$ cat config.mk
export PLATFORM = sky130hd
export DESIGN_NAME = gpu_pixel_writer_flat
export DESIGN_NICKNAME = d
export VERILOG_FILES = /design/src/rtl/gpu_pkg.sv /design/src/rtl/gpu_pixel_writer_if.sv /design/src/rtl/gpu_pixel_fifo.sv /design/src/rtl/gpu_pixel_writer.sv /design/src/flat_wrapper.sv
export SDC_FILE = /design/constraint.sdc
export NUM_CORES = 1
export LEC_CHECK = 0
export CAP_MARGIN = 20
export CORE_ASPECT_RATIO = 1.75
export CORE_MARGIN = 2
export CORE_UTILIZATION = 40
export DETAILED_ROUTE_END_ITERATION = 6
export PLACE_DENSITY = 0.59
export SLEW_MARGIN = 20
export SYNTH_ARGS = -nofsm -noshare
export SYNTH_HDL_FRONTEND = slang
export SYNTH_SLANG_ARGS = --single-unit
$ cat constraint.sdc
create_clock -name clk -period 4.4 [get_ports clk]
set_input_delay 0.44 -clock clk [delete_from_list [all_inputs] [get_ports clk]]
set_output_delay 0.44 -clock clk [all_outputs]
set_load 0.03 [all_outputs]
$ cat src/rtl/gpu_pkg.sv
// Shared GPU types and screen geometry used by the pixel writer and its neighbours.
package gpu_pkg;

    localparam int unsigned WIDTH_BITS   = 10;
    localparam int unsigned HEIGHT_BITS  = 9;
    localparam int unsigned CHANNEL_BITS = 8;
    localparam int unsigned SCREEN_W     = 640;
    localparam int unsigned SCREEN_H     = 480;

    typedef struct packed {
        logic [WIDTH_BITS-1:0]   x;
        logic [HEIGHT_BITS-1:0]  y;
        logic [CHANNEL_BITS-1:0] r;
        logic [CHANNEL_BITS-1:0] g;
        logic [CHANNEL_BITS-1:0] b;
    } pixel_t;

    typedef enum logic {
        IDLE  = 1'b0,
        WRITE = 1'b1
    } writer_state_t;

endpackage

$ cat src/rtl/gpu_pixel_writer_if.sv
// Pixel input stream and framebuffer SRAM write port of the pixel writer.
interface gpu_pixel_writer_if #(
    parameter int unsigned WIDTH_BITS   = gpu_pkg::WIDTH_BITS,
    parameter int unsigned HEIGHT_BITS  = gpu_pkg::HEIGHT_BITS,
    parameter int unsigned CHANNEL_BITS = gpu_pkg::CHANNEL_BITS,
    parameter int unsigned ADDR_BITS    = 20
);

    logic                      pixel_valid_i;
    logic [WIDTH_BITS-1:0]     x_i;
    logic [HEIGHT_BITS-1:0]    y_i;
    logic [CHANNEL_BITS-1:0]   r_i;
    logic [CHANNEL_BITS-1:0]   g_i;
    logic [CHANNEL_BITS-1:0]   b_i;
    logic                      pixel_ready_o;
    logic [ADDR_BITS-1:0]      frame_base_i;
    logic [ADDR_BITS-1:0]      mem_addr_o;
    logic [3*CHANNEL_BITS-1:0] mem_wdata_o;
    logic                      mem_we_o;
    logic                      mem_ack_i;
    logic                      drop_o;
    logic                      idle_o;

    modport slave (
        input  pixel_valid_i, x_i, y_i, r_i, g_i, b_i, frame_base_i, mem_ack_i,
        output pixel_ready_o, mem_addr_o, mem_wdata_o, mem_we_o, drop_o, idle_o
    );

    modport master (
        output pixel_valid_i, x_i, y_i, r_i, g_i, b_i, frame_base_i, mem_ack_i,
        input  pixel_ready_o, mem_addr_o, mem_wdata_o, mem_we_o, drop_o, idle_o
    );

endinterface

$ cat src/rtl/gpu_pixel_fifo.sv
// Generic synchronous FIFO; extra pointer MSB distinguishes full from empty.
module gpu_pixel_fifo #(
    parameter int unsigned DATA_BITS = 8,
    parameter int unsigned DEPTH     = 4
) (
    input  logic                 clk,
    input  logic                 rst,
    input  logic                 push,
    input  logic [DATA_BITS-1:0] wdata,
    input  logic                 pop,
    output logic [DATA_BITS-1:0] rdata,
    output logic                 full,
    output logic                 empty
);

    localparam int unsigned AW = $clog2(DEPTH);
    localparam logic [AW:0] PTR_ONE = {{AW{1'b0}}, 1'b1};

    logic [DATA_BITS-1:0] mem [DEPTH];
    logic [AW:0]          wr_ptr;
    logic [AW:0]          rd_ptr;
    logic                 do_push;
    logic                 do_pop;

    assign empty   = (wr_ptr == rd_ptr);
    assign full    = (wr_ptr[AW] != rd_ptr[AW]) && (wr_ptr[AW-1:0] == rd_ptr[AW-1:0]);
    assign do_push = push && !full;
    assign do_pop  = pop && !empty;
    assign rdata   = mem[rd_ptr[AW-1:0]];

    always_ff @(posedge clk) begin
        if (rst) begin
            wr_ptr <= '0;
            rd_ptr <= '0;
        end else begin
            if (do_push) wr_ptr <= wr_ptr + PTR_ONE;
            if (do_pop)  rd_ptr <= rd_ptr + PTR_ONE;
        end
    end

    always_ff @(posedge clk) begin
        if (do_push) mem[wr_ptr[AW-1:0]] <= wdata;
    end

endmodule

$ cat src/rtl/gpu_pixel_writer.sv
// Buffers on-screen pixels, converts them to linear framebuffer addresses and
// issues one SRAM write per ack, in acceptance order.
module gpu_pixel_writer #(
    parameter int unsigned WIDTH_BITS   = gpu_pkg::WIDTH_BITS,
    parameter int unsigned HEIGHT_BITS  = gpu_pkg::HEIGHT_BITS,
    parameter int unsigned CHANNEL_BITS = gpu_pkg::CHANNEL_BITS,
    parameter int unsigned SCREEN_W     = gpu_pkg::SCREEN_W,
    parameter int unsigned SCREEN_H     = gpu_pkg::SCREEN_H,
    parameter int unsigned ADDR_BITS    = 20,
    parameter int unsigned DEPTH        = 4
) (
    input logic              clk,
    input logic              rst,
    gpu_pixel_writer_if.slave bus
);

    localparam int unsigned COLOR_BITS = 3 * CHANNEL_BITS;
    localparam int unsigned DATA_BITS  = ADDR_BITS + COLOR_BITS;

    gpu_pkg::writer_state_t state, state_next;

    logic                  on_screen;
    logic                  accept;
    logic                  push;
    logic                  pop;
    logic                  fifo_full;
    logic                  fifo_empty;
    logic [ADDR_BITS-1:0]  pix_addr;
    logic [DATA_BITS-1:0]  fifo_wdata;
    logic [DATA_BITS-1:0]  fifo_rdata;
    logic                  we_q, we_next;
    logic [ADDR_BITS-1:0]  addr_q;
    logic [COLOR_BITS-1:0] wdata_q;
    logic                  drop_q;

    assign on_screen  = (32'(bus.x_i) < SCREEN_W) && (32'(bus.y_i) < SCREEN_H);
    assign accept     = bus.pixel_valid_i && !fifo_full;
    assign push       = accept && on_screen;
    // Address arithmetic deliberately wraps at ADDR_BITS.
    assign pix_addr   = bus.frame_base_i
                      + ADDR_BITS'(bus.y_i) * ADDR_BITS'(SCREEN_W)
                      + ADDR_BITS'(bus.x_i);
    assign fifo_wdata = {pix_addr, bus.r_i, bus.g_i, bus.b_i};

    gpu_pixel_fifo #(
        .DATA_BITS (DATA_BITS),
        .DEPTH     (DEPTH)
    ) u_fifo (
        .clk   (clk),
        .rst   (rst),
        .push  (push),
        .wdata (fifo_wdata),
        .pop   (pop),
        .rdata (fifo_rdata),
        .full  (fifo_full),
        .empty (fifo_empty)
    );

    always_comb begin
        state_next = state;
        pop        = 1'b0;
        we_next    = we_q;
        case (state)
            gpu_pkg::IDLE: begin
                if (!fifo_empty) begin
                    pop        = 1'b1;
                    we_next    = 1'b1;
                    state_next = gpu_pkg::WRITE;
                end
            end
            gpu_pkg::WRITE: begin
                if (bus.mem_ack_i) begin
                    if (!fifo_empty) begin
                        pop = 1'b1;
                    end else begin
                        we_next    = 1'b0;
                        state_next = gpu_pkg::IDLE;
                    end
                end
            end
            default: state_next = gpu_pkg::IDLE;
        endcase
    end

    always_ff @(posedge clk) begin
        if (rst) begin
            state   <= gpu_pkg::IDLE;
            we_q    <= 1'b0;
            addr_q  <= '0;
            wdata_q <= '0;
            drop_q  <= 1'b0;
        end else begin
            state  <= state_next;
            we_q   <= we_next;
            drop_q <= accept && !on_screen;
            if (pop) {addr_q, wdata_q} <= fifo_rdata;
        end
    end

    assign bus.pixel_ready_o = !fifo_full;
    assign bus.mem_we_o      = we_q;
    assign bus.mem_addr_o    = addr_q;
    assign bus.mem_wdata_o   = wdata_q;
    assign bus.drop_o        = drop_q;
    assign bus.idle_o        = (state == gpu_pkg::IDLE) && fifo_empty;

endmodule

$ cat src/flat_wrapper.sv
// flat-port wrapper written by rule: the top's interface ports become plain ports
module gpu_pixel_writer_flat 
#(
    parameter int unsigned WIDTH_BITS   = gpu_pkg::WIDTH_BITS,
    parameter int unsigned HEIGHT_BITS  = gpu_pkg::HEIGHT_BITS,
    parameter int unsigned CHANNEL_BITS = gpu_pkg::CHANNEL_BITS,
    parameter int unsigned SCREEN_W     = gpu_pkg::SCREEN_W,
    parameter int unsigned SCREEN_H     = gpu_pkg::SCREEN_H,
    parameter int unsigned ADDR_BITS    = 20,
    parameter int unsigned DEPTH        = 4
)
  (clk, rst, bus_pixel_valid_i, bus_x_i, bus_y_i, bus_r_i, bus_g_i, bus_b_i, bus_frame_base_i, bus_mem_ack_i, bus_pixel_ready_o, bus_mem_addr_o, bus_mem_wdata_o, bus_mem_we_o, bus_drop_o, bus_idle_o);
  gpu_pixel_writer_if #(.WIDTH_BITS(WIDTH_BITS), .HEIGHT_BITS(HEIGHT_BITS), .CHANNEL_BITS(CHANNEL_BITS), .ADDR_BITS(ADDR_BITS)) bus_i ();
  input logic clk;
  input logic rst;
  input wire logic [$bits(bus_i.pixel_valid_i)-1:0] bus_pixel_valid_i;
  input wire logic [$bits(bus_i.x_i)-1:0] bus_x_i;
  input wire logic [$bits(bus_i.y_i)-1:0] bus_y_i;
  input wire logic [$bits(bus_i.r_i)-1:0] bus_r_i;
  input wire logic [$bits(bus_i.g_i)-1:0] bus_g_i;
  input wire logic [$bits(bus_i.b_i)-1:0] bus_b_i;
  input wire logic [$bits(bus_i.frame_base_i)-1:0] bus_frame_base_i;
  input wire logic [$bits(bus_i.mem_ack_i)-1:0] bus_mem_ack_i;
  output wire logic [$bits(bus_i.pixel_ready_o)-1:0] bus_pixel_ready_o;
  output wire logic [$bits(bus_i.mem_addr_o)-1:0] bus_mem_addr_o;
  output wire logic [$bits(bus_i.mem_wdata_o)-1:0] bus_mem_wdata_o;
  output wire logic [$bits(bus_i.mem_we_o)-1:0] bus_mem_we_o;
  output wire logic [$bits(bus_i.drop_o)-1:0] bus_drop_o;
  output wire logic [$bits(bus_i.idle_o)-1:0] bus_idle_o;
  assign bus_i.pixel_valid_i = bus_pixel_valid_i;
  assign bus_i.x_i = bus_x_i;
  assign bus_i.y_i = bus_y_i;
  assign bus_i.r_i = bus_r_i;
  assign bus_i.g_i = bus_g_i;
  assign bus_i.b_i = bus_b_i;
  assign bus_i.frame_base_i = bus_frame_base_i;
  assign bus_i.mem_ack_i = bus_mem_ack_i;
  assign bus_pixel_ready_o = bus_i.pixel_ready_o;
  assign bus_mem_addr_o = bus_i.mem_addr_o;
  assign bus_mem_wdata_o = bus_i.mem_wdata_o;
  assign bus_mem_we_o = bus_i.mem_we_o;
  assign bus_drop_o = bus_i.drop_o;
  assign bus_idle_o = bus_i.idle_o;
  gpu_pixel_writer #(.WIDTH_BITS(WIDTH_BITS), .HEIGHT_BITS(HEIGHT_BITS), .CHANNEL_BITS(CHANNEL_BITS), .SCREEN_W(SCREEN_W), .SCREEN_H(SCREEN_H), .ADDR_BITS(ADDR_BITS), .DEPTH(DEPTH)) u_core (.clk(clk), .rst(rst), .bus(bus_i));
endmodule
=== Word level (Yosys, flattened, before mapping) ===
Memory sizes are Yosys's and may differ from the RTL's. A register that Yosys moved wholly into a read port is not among the register bits.
Index checks and enable logic that the tools add are counted.

* Bits in registers: 9
* Bits in writable memories: 176
* Output and inout port bits: 48
* Memories: 1

* Add/sub/neg operators: 4
* Multipliers: 1
* Order comparisons: 2
* Equality and inequality tests: 6
* Multiplexer cells: 11
* Bitwise logic cells: 1
* Reductions and logical operators: 12

{| class="wikitable"
|+ Memory list
! name !! words !! width !! rd ports !! clocked after Yosys merged registers in !! wr ports !! RTL line !! source
|-
| u_core.u_fifo.mem || 4 || 44 || 1 || 1 || 1 || gpu_pixel_fifo.sv:19 || <nowiki>logic [DATA_BITS-1:0] mem [DEPTH];</nowiki>
|}

{| class="wikitable"
|+ Operators by type and width
! cell !! number
|-
| adder 20 x 10 -> 20 bit || 1
|-
| adder 20 x 19 -> 20 bit || 1
|-
| multiplier 9 x 3 -> 12 bit, second input constant || 1
|-
| less-than comparator 10 bit, second input constant || 1
|-
| less-than comparator 9 bit, second input constant || 1
|-
| logical AND 1 bit || 8
|-
| 2-to-1 mux 1 bit || 8
|-
| adder 3 x 1 -> 3 bit, second input constant || 2
|-
| inequality test 2 bit, second input constant || 3
|-
| case mux 1 bit (2 select lines) || 3
|-
| == test 3 bit || 1
|-
| zero test 1 bit || 3
|-
| AND reduction 3 bit || 1
|-
| == test 2 bit || 1
|-
| inequality test 1 bit || 1
|-
| NOT 1 bit || 1
|}

=== Logic depth before layout (Yosys ltp) ===
Gate-level depths: netlist (run 1).

* Word-level depth: 8
* Depth in mapped cells: 17

=== Cells and area by module ===
A second synthesis (run 1) with hierarchy kept.

* Cell total of the unflattened synthesis: 693
* Area, all modules: 10,068.4 um^2

{| class="wikitable"
|+ By module, submodules not included
! module !! times used !! cells an instance !! area an instance (um^2) !! seq. area each (um^2)
|-
| gpu_pixel_fifo || 1 || 298 || 6,912.9 || 5,445.2
|-
| gpu_pixel_writer || 1 || 395 || 3,155.5 || 940.9
|}

=== Worst setup path before layout (run 1) ===
No wires, ideal clock.

* Kind: input to register
* From: in bus_y_i[1]
* To: mem u_core.u_fifo.mem[0][43] (netlist name) (data pin)
* Setup time: 225 ps
* Arrival time: 3,530 ps
* Setup slack: 644 ps
* Stages: 16
* Path buffers: 0
* Cell sequence: ha_1 -> ha_1 -> inv_1 -> fa_1 -> nor2b_1 -> o21ai_0 -> a21boi_0 -> o21ba_2 -> a21oi_1 -> ha_1 -> ha_1 -> a21o_1 -> a21o_1 -> a21oi_1 -> o22ai_1 -> a311oi_1

* Word-level cells in the longest chain between the ends: 3

{| class="wikitable"
|+ RTL lines
! element !! RTL line !! source
|-
| from (decl) || flat_wrapper.sv:18 || <nowiki>input wire logic [$bits(bus_i.y_i)-1:0] bus_y_i;</nowiki>
|-
| multiplier 9 x 3 -> 12 bit || gpu_pixel_writer.sv:41 || <nowiki>+ ADDR_BITS'(bus.y_i) * ADDR_BITS'(SCREEN_W)</nowiki>
|-
| adder 20 x 19 -> 20 bit || gpu_pixel_writer.sv:41 ||
|-
| adder 20 x 10 -> 20 bit || gpu_pixel_writer.sv:42 || <nowiki>+ ADDR_BITS'(bus.x_i);</nowiki>
|-
| named net u_core.pix_addr[19] || gpu_pixel_writer.sv:28 || <nowiki>logic [ADDR_BITS-1:0] pix_addr;</nowiki>
|-
| to (decl) || gpu_pixel_fifo.sv:19 ||
|}

The timed path passes the listed nets, and every way through them passes these cells.

=== Worst setup path in the final report (run 1) ===
* From: in bus_y_i[1]
* To: mem u_core.u_fifo.mem[0][42] (netlist name) (data pin)

The elaborated chain is that of the path after synthesis.

==> out/metrics.csv, run 1 <==
metric,value,unit
status,"finished, final reports clean",
Max H-tree Level,1,
drt drc,0,
fillcell total,2134,
crit-path cells,clkdlybuf4s50_1 > ha_1 > ha_1 > inv_1 > fa_1 > nor2b_1 > o21ai_0 > a21boi_1 > o21ba_2 > a21oi_1 > ha_1 > ha_1 > o21ai_0 > nor2_1 > a2111oi_0 > a21oi_1 > xor2_1,
Adder-Cell Fraction of Synth Area,7.70,%
post-route antenna net violation count,0,
DR WL/cell,17.9,um
Peak VDD IR,0.253,mV
RSZ-0062 raised after global routing,no,
DRT Pass-1 Iters,4,
Initial Util,40.8,%
Post-Syn Instances,697,
"FF+latch count, synth",229,
Final Hold Vio Count,0,
Overflow after GRT,0,
Root Buffer,clkbuf_16,
slowest CP cell,a2111oi_0,
most frequent cells in the layout,"edfxtp_1, clkdlybuf4s50_1, nand2_1",
area delta synth->final,21.7,%
clock-pin slew on the worst setup and hold paths,0.07,ns
critical path launch point type,input pin,
critical path data arrival time,4.40,ns
Mapped Nets,823,
dpl cell area,11600,um^2
vias in the first global route,6385,
Synth Area in Compound Gates,7.67,%
initial DRC count,330,
Die X,124,um
"most common cell after layout, fill and taps aside",edfxtp_1,
Final HPWL DP,13900,um
IO Count,115,
Vias per Instance,5.25,
Simple-Gate Fraction of Synth Area,6.67,%
min cycle time layout,4.12,ns
Routed WL,20600,um
path type of the worst setup path,in -> reg,
largest family of logic cells by synthesized area,multiplexers,
CTS sink cnt,229,
WP data required,4.68,ns
synthesized area per cell,14.5,um^2
largest net degree at the start of global routing,54,
Hold Crit Class,reg -> reg,
initial antenna violation count,0,
Leak,0.00431,uW
share of layout cells above drive strength 1,13.6,%
die area,26500,um^2
"FFs w/ async S/R, synth",0,%
cell mode on critical path,ha_1,
first-pass GRT wire length,32900,um
sequential fraction of the synthesis area,63.0,%
Fmax achieved,0.243,GHz
max cap viols,0,
Worst-Margin Slew,1.10,ns
IO Port Bufs,114,
final instance area,12300,um^2
core area,24700,um^2
clock skew,0.0108,ns
die span in y,214,um
Fin Setup TNS,0,ns
GRT Total Usage,15.9,%
fin crit share,93.6,%
Syn. warnings,0,
XOR/XNOR Fraction of Synth Area,2.50,%
Post-CTS Setup Inserts,0,
Rel. slew slack,27.0,%
multiplexer area fraction after synthesis,10.0,%
fin util,49.6,%
CP endpoint kind,flop,
clock latency on the worst-skew pair,0.49,ns
crit path buf inv count,2,
Synth Cell Area,10100,um^2
Rows,76,
final setup fails,0,
# nets final,952,
CP max FO,6,
Top delay family on crit path,adder cells,
TritonCTS clock tree,yes,
peak per-stage delay on the critical path,0.45,ns
Final Max Tran Viols,0,
Unique masters post-synth,52,
number of synthesized flops with an enable pin,176,
Power Density,560,nW/um^2
ANT cells,0,
prevailing post-synth register cell,edfxtp_1,
TritonCTS buffer count,20,
gpl congestion,0.949,
DR vias,6053,
buffer levels on the longest clock path,3,
## path summary, 6_finish.rpt
path / end / cells past startpoint / slack, ns / from
worst max-delay path: u_core.u_fifo.mem[0][42]$_DFFE_PP_ / 17 / 0.28 / bus_y_i[1]
worst min-delay path: u_core.bus.mem_wdata_o[13]$_SDFFE_PP0P_ / 2 / 0.45 / u_core.bus.mem_wdata_o[13]$_SDFFE_PP0P_
worst max register to register: u_core.u_fifo.mem[0][42]$_DFFE_PP_ / 5 / 1.79 / u_core.u_fifo.wr_ptr[0]$_SDFFE_PP0P_
worst min register to register: u_core.bus.mem_wdata_o[13]$_SDFFE_PP0P_ / 2 / 0.45 / u_core.bus.mem_wdata_o[13]$_SDFFE_PP0P_
## per-stage QoR
step | hold WS, ns | worst slack, ns | cells | total power, uW
floorplan | 0.472 | 0.644 | 697 | 4500
global placement | 0.442 | -0.0358 | 1116 | 5220
detailed placement | 0.446 | -0.227 | 1116 | 5280
CTS | 0.456 | 0.243 | 1152 | 6960
global route | 0.474 | 0.0718 | 1152 | 7250
finish | 0.452 | 0.280 | 1152 | 6870
## area by class of cell
type | count | area (um^2) | area share (%)
inverter | 20 | 75.1 | 0.612
multi-input combinational | 420 | 3520 | 28.7
clock inverter | 12 | 87.6 | 0.714
tap | 312 | 390 | 3.18
timing repair buffer | 135 | 1310 | 10.7
sequential | 229 | 6350 | 51.8
clock buffer | 24 | 537 | 4.38
## Yosys cell counts (all sizes together) (2+ instances only)
master / number / area (um^2)
edfxtp: 176 / 5290
nand2: 105 / 394
a21oi: 70 / 350
ha: 54 / 676
dfxtp: 53 / 1060
mux4: 44 / 991
nor2: 25 / 93.8
inv: 20 / 75.1
buf: 17 / 133
xnor2: 17 / 164
o21ai: 16 / 80.1
clkbuf: 11 / 41.3
xor2: 10 / 87.6
a21o: 9 / 67.6
a211oi: 6 / 45.0
nand3: 6 / 30.0
o21a: 6 / 45.0
fa: 5 / 100
nor3: 4 / 25.0
or2: 4 / 25.0
a21boi: 3 / 22.5
and2: 3 / 18.8
nand2b: 3 / 18.8
o211ai: 3 / 22.5
a2111oi: 2 / 17.5
and3: 2 / 17.5
nand4: 2 / 12.5
nor3b: 2 / 15.0
## timing repair
action	in CTS	in global routing
endpoints found under the setup margin	0	4
gates resized for setup	0	1
hold buffers	0	0
## report_power, final
group	switching, uW	total, uW	internal (uW)
Combinational	1380	2390	1010
Clock	732	1670	935
Sequential	125	2810	2690
## registers in the layout, summed over array words and instances (netlist names)
signal and cells:
u_core.bus.mem_we_o 1, u_core.u_fifo.wr_ptr 3, u_core.bus.mem_addr_o 20, u_core.bus.drop_o 1, u_core.u_fifo.mem 176, u_core.state 1, u_core.u_fifo.rd_ptr 3, u_core.bus.mem_wdata_o 24
## per-layer routing
metal | GRT usage (%) | share of wire, % | vias to the layer above
met3 | 1.25 | 3.2 | 34
met4 | 4.34 | 1.9 | 0
li1 | - | - | 2883
met2 | 31.4 | 57 | 142
met5 | 0 | 0 | -
met1 | 17.5 | 38 | 2994
## tightest hold or removal path, delay by kind of cell (launching register included)
family	cells	cell delay [ns]
AOI/OAI and AO/OA	1	0.05
DFF	1	0.31
and+or+nand+nor	1	0.05
## kinds of logic after synthesis
group                    Yosys count
flip-flops                       229
AND/OR/NAND/NOR                  159
AO/OA/AOI/OAI                    129
adder cells (fa/ha/maj)           59
buffers and inverters             48
multiplexers                      46
XOR/XNOR                          27
No activity file was read; power rests on OpenSTA's default activity.
==> inputs of run 2 (changes only) <==
--- a/config.mk
+++ b/config.mk
@@ -11,7 +11,8 @@
 export CORE_UTILIZATION = 40
 export DETAILED_ROUTE_END_ITERATION = 6
 export PLACE_DENSITY = 0.59
-export SLEW_MARGIN = 20
+export SLEW_MARGIN = 15
 export SYNTH_ARGS = -nofsm -noshare
 export SYNTH_HDL_FRONTEND = slang
 export SYNTH_SLANG_ARGS = --single-unit
+export TNS_END_PERCENT = 30
==> results of run 2 <==
Final layout, timing and power as in run 1 (identical DEF).
